**config.mk**
```make
export PLATFORM = sky130hd
export DESIGN_NAME = fft16_seq_ctrl
export DESIGN_NICKNAME = d
export VERILOG_FILES = /design/src/rtl/fft16_seq_ctrl.sv
export SDC_FILE = /design/constraint.sdc
export NUM_CORES = 1
export LEC_CHECK = 0
export BUFFER_PORTS_ARGS = -buffer_cell sky130_fd_sc_hd__clkbuf_2
export CORE_MARGIN = 3
export CORE_UTILIZATION = 30
export CTS_BUF_LIST = sky130_fd_sc_hd__clkbuf_4 sky130_fd_sc_hd__clkbuf_8
export CTS_CLUSTER_SIZE = 40
export DETAILED_ROUTE_END_ITERATION = 10
export HOLD_SLACK_MARGIN = 0.15
export PLACE_DENSITY = 0.64
export SYNTH_ARGS = -nofsm -noshare
export SYNTH_HDL_FRONTEND = slang
export SYNTH_SLANG_ARGS = --single-unit
```
**constraint.sdc**
```tcl
create_clock -name clk -period 3.1 [get_ports clk]
set_input_delay 0.465 -clock clk [delete_from_list [all_inputs] [get_ports clk]]
set_output_delay 0.465 -clock clk [all_outputs]
set_load 0.1 [all_outputs]
```
**src/rtl/fft16_seq_ctrl.sv**
```systemverilog
// fft16_seq_ctrl: frame sequencer for the 16-point FFT datapath.
// Loads 16 samples into the input buffer, strobes the four butterfly
// stages (STAGE_CYCLES cycles each), then streams 16 result indices out.
// Optional build macro FFT16_SEQ_BITREV_EN: result index is bit-reversed
// so a DIT datapath emerges in natural frequency order.
module fft16_seq_ctrl #(
   parameter int WIDTH        = 16,
   parameter int N            = 16,
   parameter int STAGE_CYCLES = 2
) (
   input  logic             clk,
   input  logic             rst,
   input  logic             in_valid,
   output logic             in_ready,
   input  logic [WIDTH-1:0] in_data,
   output logic             buf_load,
   output logic [3:0]       buf_addr,
   output logic [WIDTH-1:0] buf_data,
   output logic             stage_en,
   output logic [1:0]       stage_idx,
   output logic [3:0]       rd_addr,
   output logic             out_valid,
   input  logic             out_ready,
   output logic             busy,
   output logic             frame_done
);

   localparam logic [3:0] LAST_IDX = 4'(N - 1);
   localparam logic [3:0] CYC_LAST = 4'(STAGE_CYCLES - 1);

   typedef enum logic [1:0] {LOAD, COMPUTE, UNLOAD} state_t;

   state_t     r_state, w_state_n;
   logic [3:0] r_cnt, w_cnt_n;
   logic [1:0] r_stage, w_stage_n;
   logic [3:0] r_cyc, w_cyc_n;
   logic       r_done, w_done_n;
   logic [3:0] w_rd_idx;

   // Result index mapping: identity or bit-reverse of the result counter.
`ifdef FFT16_SEQ_BITREV_EN
   assign w_rd_idx = {r_cnt[0], r_cnt[1], r_cnt[2], r_cnt[3]};
`else
   assign w_rd_idx = r_cnt;
`endif

   // Sample data goes straight through to the buffer write port.
   assign buf_data   = in_data;
   assign frame_done = r_done;

   // State and counter registers; reset discards any frame in flight.
   always_ff @(posedge clk) begin
      if (rst) begin
         r_state <= LOAD;
         r_cnt   <= '0;
         r_stage <= '0;
         r_cyc   <= '0;
         r_done  <= 1'b0;
      end else begin
         r_state <= w_state_n;
         r_cnt   <= w_cnt_n;
         r_stage <= w_stage_n;
         r_cyc   <= w_cyc_n;
         r_done  <= w_done_n;
      end
   end

   // Next-state, counter updates and handshake/strobe outputs.
   always_comb begin
      w_state_n = r_state;
      w_cnt_n   = r_cnt;
      w_stage_n = r_stage;
      w_cyc_n   = r_cyc;
      w_done_n  = 1'b0;
      in_ready  = 1'b0;
      buf_load  = 1'b0;
      buf_addr  = '0;
      stage_en  = 1'b0;
      stage_idx = '0;
      rd_addr   = '0;
      out_valid = 1'b0;
      busy      = 1'b0;
      case (r_state)
         LOAD: begin
            in_ready = 1'b1;
            buf_addr = r_cnt;
            if (in_valid) begin
               buf_load = 1'b1;
               w_cnt_n  = r_cnt + 4'd1;
               if (r_cnt == LAST_IDX) begin
                  w_cnt_n   = '0;
                  w_cyc_n   = '0;
                  w_stage_n = '0;
                  w_state_n = COMPUTE;
               end
            end
         end
         COMPUTE: begin
            busy      = 1'b1;
            stage_idx = r_stage;
            stage_en  = (r_cyc == 4'd0);
            if (r_cyc == CYC_LAST) begin
               w_cyc_n   = '0;
               w_stage_n = r_stage + 2'd1;
               if (r_stage == 2'd3) w_state_n = UNLOAD;
            end else begin
               w_cyc_n = r_cyc + 4'd1;
            end
         end
         UNLOAD: begin
            busy      = 1'b1;
            out_valid = 1'b1;
            rd_addr   = w_rd_idx;
            if (out_ready) begin
               w_cnt_n = r_cnt + 4'd1;
               if (r_cnt == LAST_IDX) begin
                  w_cnt_n   = '0;
                  w_done_n  = 1'b1;
                  w_state_n = LOAD;
               end
            end
         end
         default: w_state_n = LOAD;
      endcase
      // Reset holds every handshake and strobe output quiet.
      if (rst) begin
         in_ready  = 1'b0;
         buf_load  = 1'b0;
         buf_addr  = '0;
         stage_en  = 1'b0;
         stage_idx = '0;
         rd_addr   = '0;
         out_valid = 1'b0;
         busy      = 1'b0;
      end
   end

endmodule

```
==> metrics.md, run 1 <==
| Metric | Value |
|---|---|
| Initial Util | `31.7%` |
| Count of pins over their slew limit | `0` |
| Synth area leader | `dfxtp_1` |
| Arrival time worst endpoint | `1.99 ns` |
| IO Port Bufs | `19` |
| CP max stage cell | `ha_1` |
| Slew @ Worst Pin | `0.566 ns` |
| Synth cell types | `33` |
| DIE HEIGHT | `63.0 um` |
| RSZ-0062 raised after global routing | `no` |
| Largest family of logic cells by synthesized area | `simple AND/OR/NAND/NOR gates` |
| Post-Synth Adder-Cell Area | `7.69%` |
| Hold Crit Class | `input pin to flip-flop` |
| Outcome | `finished clean` |
| Max-slew headroom | `62.2%` |
| Post-DR wirelength/cell | `12.9 um` |
| Critical path's top delay family | `buffers and inverters` |
| Synthesized Nets | `148` |
| Mux cell area share after synthesis | `4.10%` |
| Final hold violations | `0` |
| Grt ovf | `0` |
| Skew final | `0.00976 ns` |
| Crit path max fanout | `18` |
| Seq. cell area | `260 um^2` |
| Hold Slack | `0.414 ns` |
| Most common cell after layout, fill and taps aside | `clkbuf_2` |
| P_sw | `0.0961 mW` |
| Mapped Cells | `122` |
| Rows | `20` |
| Main synth FF type | `dfxtp_1` |
| I/O pins | `52` |
| Clock root cell | `clkbuf_4` |
| Logic pwr share | `12.5%` |
| Fin Setup TNS | `0 ns` |
| Drt initial violations | `32` |
| Clk pwr share | `35.4%` |
| H-tree Lvls | `1` |
| Number of synthesized register bits | `13` |
| Area delta synth->final | `5.38%` |
| Max incr delay on CP | `0.53 ns` |
| DRT Wirelength | `2200 um` |
| Via/cell ratio | `5.09` |
| Clock transition at the registers of the reported paths | `0.09 ns` |
| Share of layout cells above drive strength 1 | `22.2%` |
| DPL Wire Length | `1640 um` |
| DRT Pass-1 Iters | `4` |
| Maximum VDD drop | `81.3 uV` |
| Max Cap Viol | `0` |
| Largest net degree at the start of global routing | `19` |
| Critical Path Start Type | `flip-flop` |
| CTS tree | `yes` |
| Simple-gate share of the synthesized area | `35.8%` |
| Routed Antenna Nets | `0` |
| Die width | `63.0 um` |
| Number of flops mapped to enable cells by yosys | `0` |
| Synth top area cells | `dfxtp_1 27%, buf_4 12%, ha_1 7.7%, and2_1 6.4%, nand2_1 5.0%` |
| All-layer global routing usage | `11.2%` |
| CTS Buf Count | `3` |
| Sequential element share of the synthesized area | `26.7%` |
| Setup violators final | `0` |
| Min setup slack post-route | `0.644 ns` |
| Critical path cell sequence | `inv_1, ha_1, and4_1, clkbuf_2` |
| Worst Path Required | `2.63 ns` |
| ANT cells | `0` |
| Sw Share | `28.8%` |
| # clock sinks | `13` |
| P_int | `0.237 mW` |
| Setup Fix Bufs, Post-CTS | `0` |
| Worst-Skew Late Latency | `0.28 ns` |
| Clock tree buffer depth | `2` |
| Post-Layout Cell Count | `170` |
| Synth async-reset ratio | `0%` |
| Syn Std Cell Area | `976 um^2` |
| Die ar. | `3970 um^2` |
| Fillers | `325` |
| Pre-CTS WS | `0.978 ns` |
| Commonest cells after routing, fill and taps aside | `19 x clkbuf_2, 13 x nand2_1, 13 x dfxtp_1` |
| Number of global-route vias before repair | `793` |
| Multi-input gate area | `577 um^2` |
| Via Count | `865` |
| Cts repair resizes | `0` |
| # DRC | `0` |
| Yosys top cell area share | `26.7%` |
| Setup crit end kind | `output port` |
| Lkg Pwr | `0.425 nW` |
| Final nets | `153` |
| Yosys warns | `0` |
| Final GP Congestion | `0.842` |
| XOR/XNOR Fraction of Synth Area | `0.897%` |
| Pwr/cell area | `324 nW/um^2` |
| Min Tclk post-route | `2.46 ns` |
| First-pass GRT wire length | `3610 um` |
| Initial antenna violation count | `0` |
| Core area | `3080 um^2` |
| CTS Hold Bufs | `0` |
| Sequential Power Share | `52.0%` |
| FMAX | `407 MHz` |
| Inst Count DP | `166` |
| CP Buf/Inv Count | `2` |
| Avg Cell Area, Syn | `8.00 um^2` |
| Final worst-path cycle share | `79.2%` |
| Critical path class | `flip-flop to output port` |
| Area fraction in compound gates after synthesis | `10.1%` |
==> power groups by stage <==
stage / Combinational, mW / Sequential (mW) / Clock, mW
floorplan: 0.131 / 0.176 / 0
finish: 0.0418 / 0.173 / 0.118
global placement: 0.0408 / 0.177 / 0
detailed placement: 0.0416 / 0.177 / 0
global route: 0.0441 / 0.174 / 0.129
CTS: 0.0417 / 0.173 / 0.122
==> worst paths after layout <==
path	from	to	slack, ns	cells after the start
worst max-delay path	r_state[1]$_SDFFE_PP0P_	stage_en	0.64	4
worst min-delay path	out_ready	frame_done$_SDFF_PP0_	0.41	2
worst max register to register	r_state[1]$_SDFFE_PP0P_	r_state[1]$_SDFFE_PP0P_	1.37	6
worst min register to register	r_state[0]$_SDFFE_PP0P_	r_state[0]$_SDFFE_PP0P_	0.50	2
==> cell type report <==
class / instances / share of cell area (%)
Multi-Input combinational cell: 87 / 56.1
Sequential cell: 13 / 25.3
Timing Repair Buffer: 19 / 9.25
Tap cell: 44 / 5.35
Clock buffer: 4 / 2.92
Inverter: 3 / 1.09
==> cells by family after synthesis <==
group / after synthesis
xor+xnor: 1
fa+ha+maj: 6
simple gates: 61
compound gates: 15
mux: 4
buf+inv: 22
flops: 13
==> metal layers <==
metal	vias to the layer above	share of wire [%]	track usage, %
met3	11	7.5	3.24
met1	402	44	13.0
met2	37	47	18.2
met5	-	0	0
li1	415	-	-
met4	0	2.1	6.34
==> synth_stat cells (2+ instances only) <==
cell type	instances
mux2i_1	4
nor2_1	8
dfxtp_1	13
buf_4	16
ha_1	6
a31oi_1	2
o21ai_0	2
and2_1	10
and3_1	5
nand4_1	4
nand2b_1	5
a21oi_1	5
inv_1	3
nand3_1	4
nor2b_1	3
and4_1	2
nand2_1	13
clkbuf_1	2
==> flip-flops by register name, indices dropped and copies added, names as in the netlist <==
signal      cells
r_cyc           4
r_cnt           4
frame_done      1
r_stage         2
r_state         2
==> metrics by stage <==
| stage | cell area (um^2) | util [%] | total power, mW |
|---|---|---|---|
| 2_1_floorplan | 981 | - | 0.307 |
| 3_3_place_gp | 998 | 32.4 | 0.218 |
| 3_5_place_dp | 998 | 32.4 | 0.219 |
| 4_1_cts | 1030 | 33.4 | 0.337 |
| 5_1_grt | 1030 | 33.4 | 0.347 |
| 6_report | 1030 | 33.4 | 0.333 |
No activity file was read; power rests on OpenSTA's default activity.
==> run 2: changes to the inputs <==
==> constraint.sdc (replaced) <==
create_clock -name clk -period 2.4 [get_ports clk]
set_input_delay 0.36 -clock clk [delete_from_list [all_inputs] [get_ports clk]]
set_output_delay 0.36 -clock clk [all_outputs]
set_load 0.1 [all_outputs]
==> run 2 against run 1 <==
Clock skew shrank 0.0047 ns. Cell area increased by 1.7%. Global-route usage fell by 0.38 points. Setup slack got worse by 0.52 ns. Non-clock buffer count unchanged. Sequential share of layout area fell by 0.42 points. Utilization is 0.57 points higher. Critical path depth grew 1. Sequential power is 29% higher. Count of clock-buffer cells in the layout did not move. Hold slack lost 0.092 ns. Via count shrank 2.5%. Largest power group unchanged.
==> metrics.md, run 2 (synthesized netlist as in run 1, its figures left out) <==
| Metric | Value |
|---|---|
| Clock transition at the registers of the reported paths | `0.08 ns (was 0.09 ns)` |
| Crit path max fanout | `9 (was 18)` |
| Largest registers | `r_cnt: 4 flops, r_cyc: 4 flops (unchanged)` |
| Grt ovf | `0 (unchanged)` |
| Area delta synth->final | `7.18% (was 5.38%)` |
| CTS tree | `yes (unchanged)` |
| Fin Setup TNS | `0 ns (unchanged)` |
| Most common cell after layout, fill and taps aside | `clkbuf_2 (unchanged)` |
| I/O pins | `52 (unchanged)` |
| Max-slew headroom | `63.9% (was 62.2%)` |
| Setup crit end kind | `output port (unchanged)` |
| Clock tree buffer depth | `2 (unchanged)` |
| Maximum VDD drop | `147 uV (was 81.3 uV)` |
| Post-DR wirelength/cell | `12.2 um (was 12.9 um)` |
| Slew @ Worst Pin | `0.543 ns (was 0.566 ns)` |
| Worst Path Required | `2.04 ns (was 2.63 ns)` |
| Initial antenna violation count | `0 (unchanged)` |
| Hold Crit Class | `input pin to flip-flop (unchanged)` |
| Max Cap Viol | `0 (unchanged)` |
| Pre-CTS WS | `0.383 ns (was 0.978 ns)` |
| Count of pins over their slew limit | `0 (unchanged)` |
| DPL Wire Length | `1550 um (was 1640 um)` |
| Rows | `20 (unchanged)` |
| Setup violators final | `0 (unchanged)` |
| Share of layout cells above drive strength 1 | `26.2% (was 22.2%)` |
| Die width | `63.0 um (unchanged)` |
| Skew final | `0.00506 ns (was 0.00976 ns)` |
| Fillers | `325 (unchanged)` |
| Critical path class | `flip-flop to output port (unchanged)` |
| Final worst-path cycle share | `95.0%` |
| Pwr/cell area | `412 nW/um^2 (was 324 nW/um^2)` |
| Routed Antenna Nets | `0 (unchanged)` |
| DRT Pass-1 Iters | `4 (unchanged)` |
| Die ar. | `3970 um^2 (unchanged)` |
| Critical Path Start Type | `flip-flop (unchanged)` |
| Final hold violations | `0 (unchanged)` |
| Commonest cells after routing, fill and taps aside | `16 x clkbuf_2, 13 x nand2_1, 13 x dfxtp_1 (was 19 x clkbuf_2, 13 x nand2_1, 13 x dfxtp_1)` |
| Core area | `3080 um^2 (unchanged)` |
| Via Count | `843 (was 865)` |
| DRT Wirelength | `2080 um (was 2200 um)` |
| # DRC | `0 (unchanged)` |
| Worst-Skew Late Latency | `0.28 ns (about the same)` |
| Final GP Congestion | `0.779 (was 0.842)` |
| DIE HEIGHT | `63.0 um (unchanged)` |
| First-pass GRT wire length | `3480 um (was 3610 um)` |
| H-tree Lvls | `1 (unchanged)` |
| Min setup slack post-route | `0.120 ns (was 0.644 ns)` |
| Initial Util | `31.7% (unchanged)` |
| All-layer global routing usage | `10.8% (was 11.2%)` |
| Clock root cell | `clkbuf_4 (unchanged)` |
| Drt initial violations | `57 (was 32)` |
| FMAX | `439 MHz` |
| Lkg Pwr | `0.437 nW (was 0.425 nW)` |
| ANT cells | `0 (unchanged)` |
| # clock sinks | `13 (unchanged)` |
| Number of global-route vias before repair | `784 (was 793)` |
| CTS Buf Count | `3 (unchanged)` |
| Outcome | `finished clean (unchanged)` |
| Arrival time worst endpoint | `1.92 ns (was 1.99 ns)` |
| Min Tclk post-route | `2.28 ns` |
| Via/cell ratio | `4.96 (was 5.09)` |
| Largest net degree at the start of global routing | `19 (unchanged)` |
| Final nets | `153 (unchanged)` |
| IO Port Bufs | `19 (unchanged)` |
| RSZ-0062 raised after global routing | `no (unchanged)` |
==> run 2: cell types whose count changed in the layout (fill, tap and decap cells not counted), sizes merged <==
cell    change
buf         +3
clkbuf      -3
==> run 2: where the power goes <==
group	switching [mW]	total, mW	internal (mW)
sequential	0.00522	0.224	0.219
clock	0.0761	0.152	0.0759
combinational	0.0421	0.0549	0.0128
total	0.123	0.431	0.307
==> run 2: layout make-up <==
cell class	count	area [um^2]	area share, %
Tap cell	44	55.1	5.26
Inverter	3	11.3	1.08
Multi-Input combinational cell	87	594	56.8
Timing Repair Buffer	19	95.1	9.09
Sequential cell	13	260	24.9
Clock buffer	4	30.0	2.87
==> run 2: per-stage QoR <==
step                hold WS [ns]  cell area [um^2]  utilization (%)  total power [mW]  instances
floorplan                  0.452               996                -             0.397        122
global placement           0.470              1010             32.9             0.283        166
detailed placement         0.474              1010             32.9             0.284        166
CTS                        0.316              1040             33.9             0.436        170
global route               0.334              1050             34.0             0.450        170
finish                     0.322              1050             34.0             0.431        170
==> run 2: worst paths after layout <==
path | start | end | slack (ns) | cells past startpoint
worst max-delay path | r_state[1]$_SDFFE_PP0P_ | buf_addr[2] | 0.12 | 5
worst min-delay path | out_ready | frame_done$_SDFF_PP0_ | 0.32 | 2
worst max register to register | r_state[1]$_SDFFE_PP0P_ | r_cnt[3]$_SDFFE_PP0P_ | 0.74 | 6
worst min register to register | r_state[0]$_SDFFE_PP0P_ | r_state[0]$_SDFFE_PP0P_ | 0.48 | 2
==> run 2: metal layers <==
metal  track usage [%]  wire, um  vias to the layer above  part of all wire (%)
met4              5.23        40                        0                   1.9
li1                  -         -                      412                     -
met5                 0         0                        -                     0
met1              12.5       942                      386                    45
met2              16.3       904                       37                    43
met3              5.40       191                        8                   9.2
==> run 2: worst max-delay path, cell delays in order (launching register included) <==
cell,delay [ns]
dfxtp_1,0.34
inv_1,0.11
ha_1,0.34
nor2b_4,0.25
and2_2,0.15
clkbuf_2,0.45
==> run 2: repair_timing <==
| action | in CTS | in global routing |
|---|---|---|
| resized for setup | 0 | 4 |
| endpoints found under the setup margin | 0 | 6 |
| endpoints found under the hold margin | 0 | 0 |
| buffers inserted | 0 | 0 |
| hold buffers | 0 | 0 |
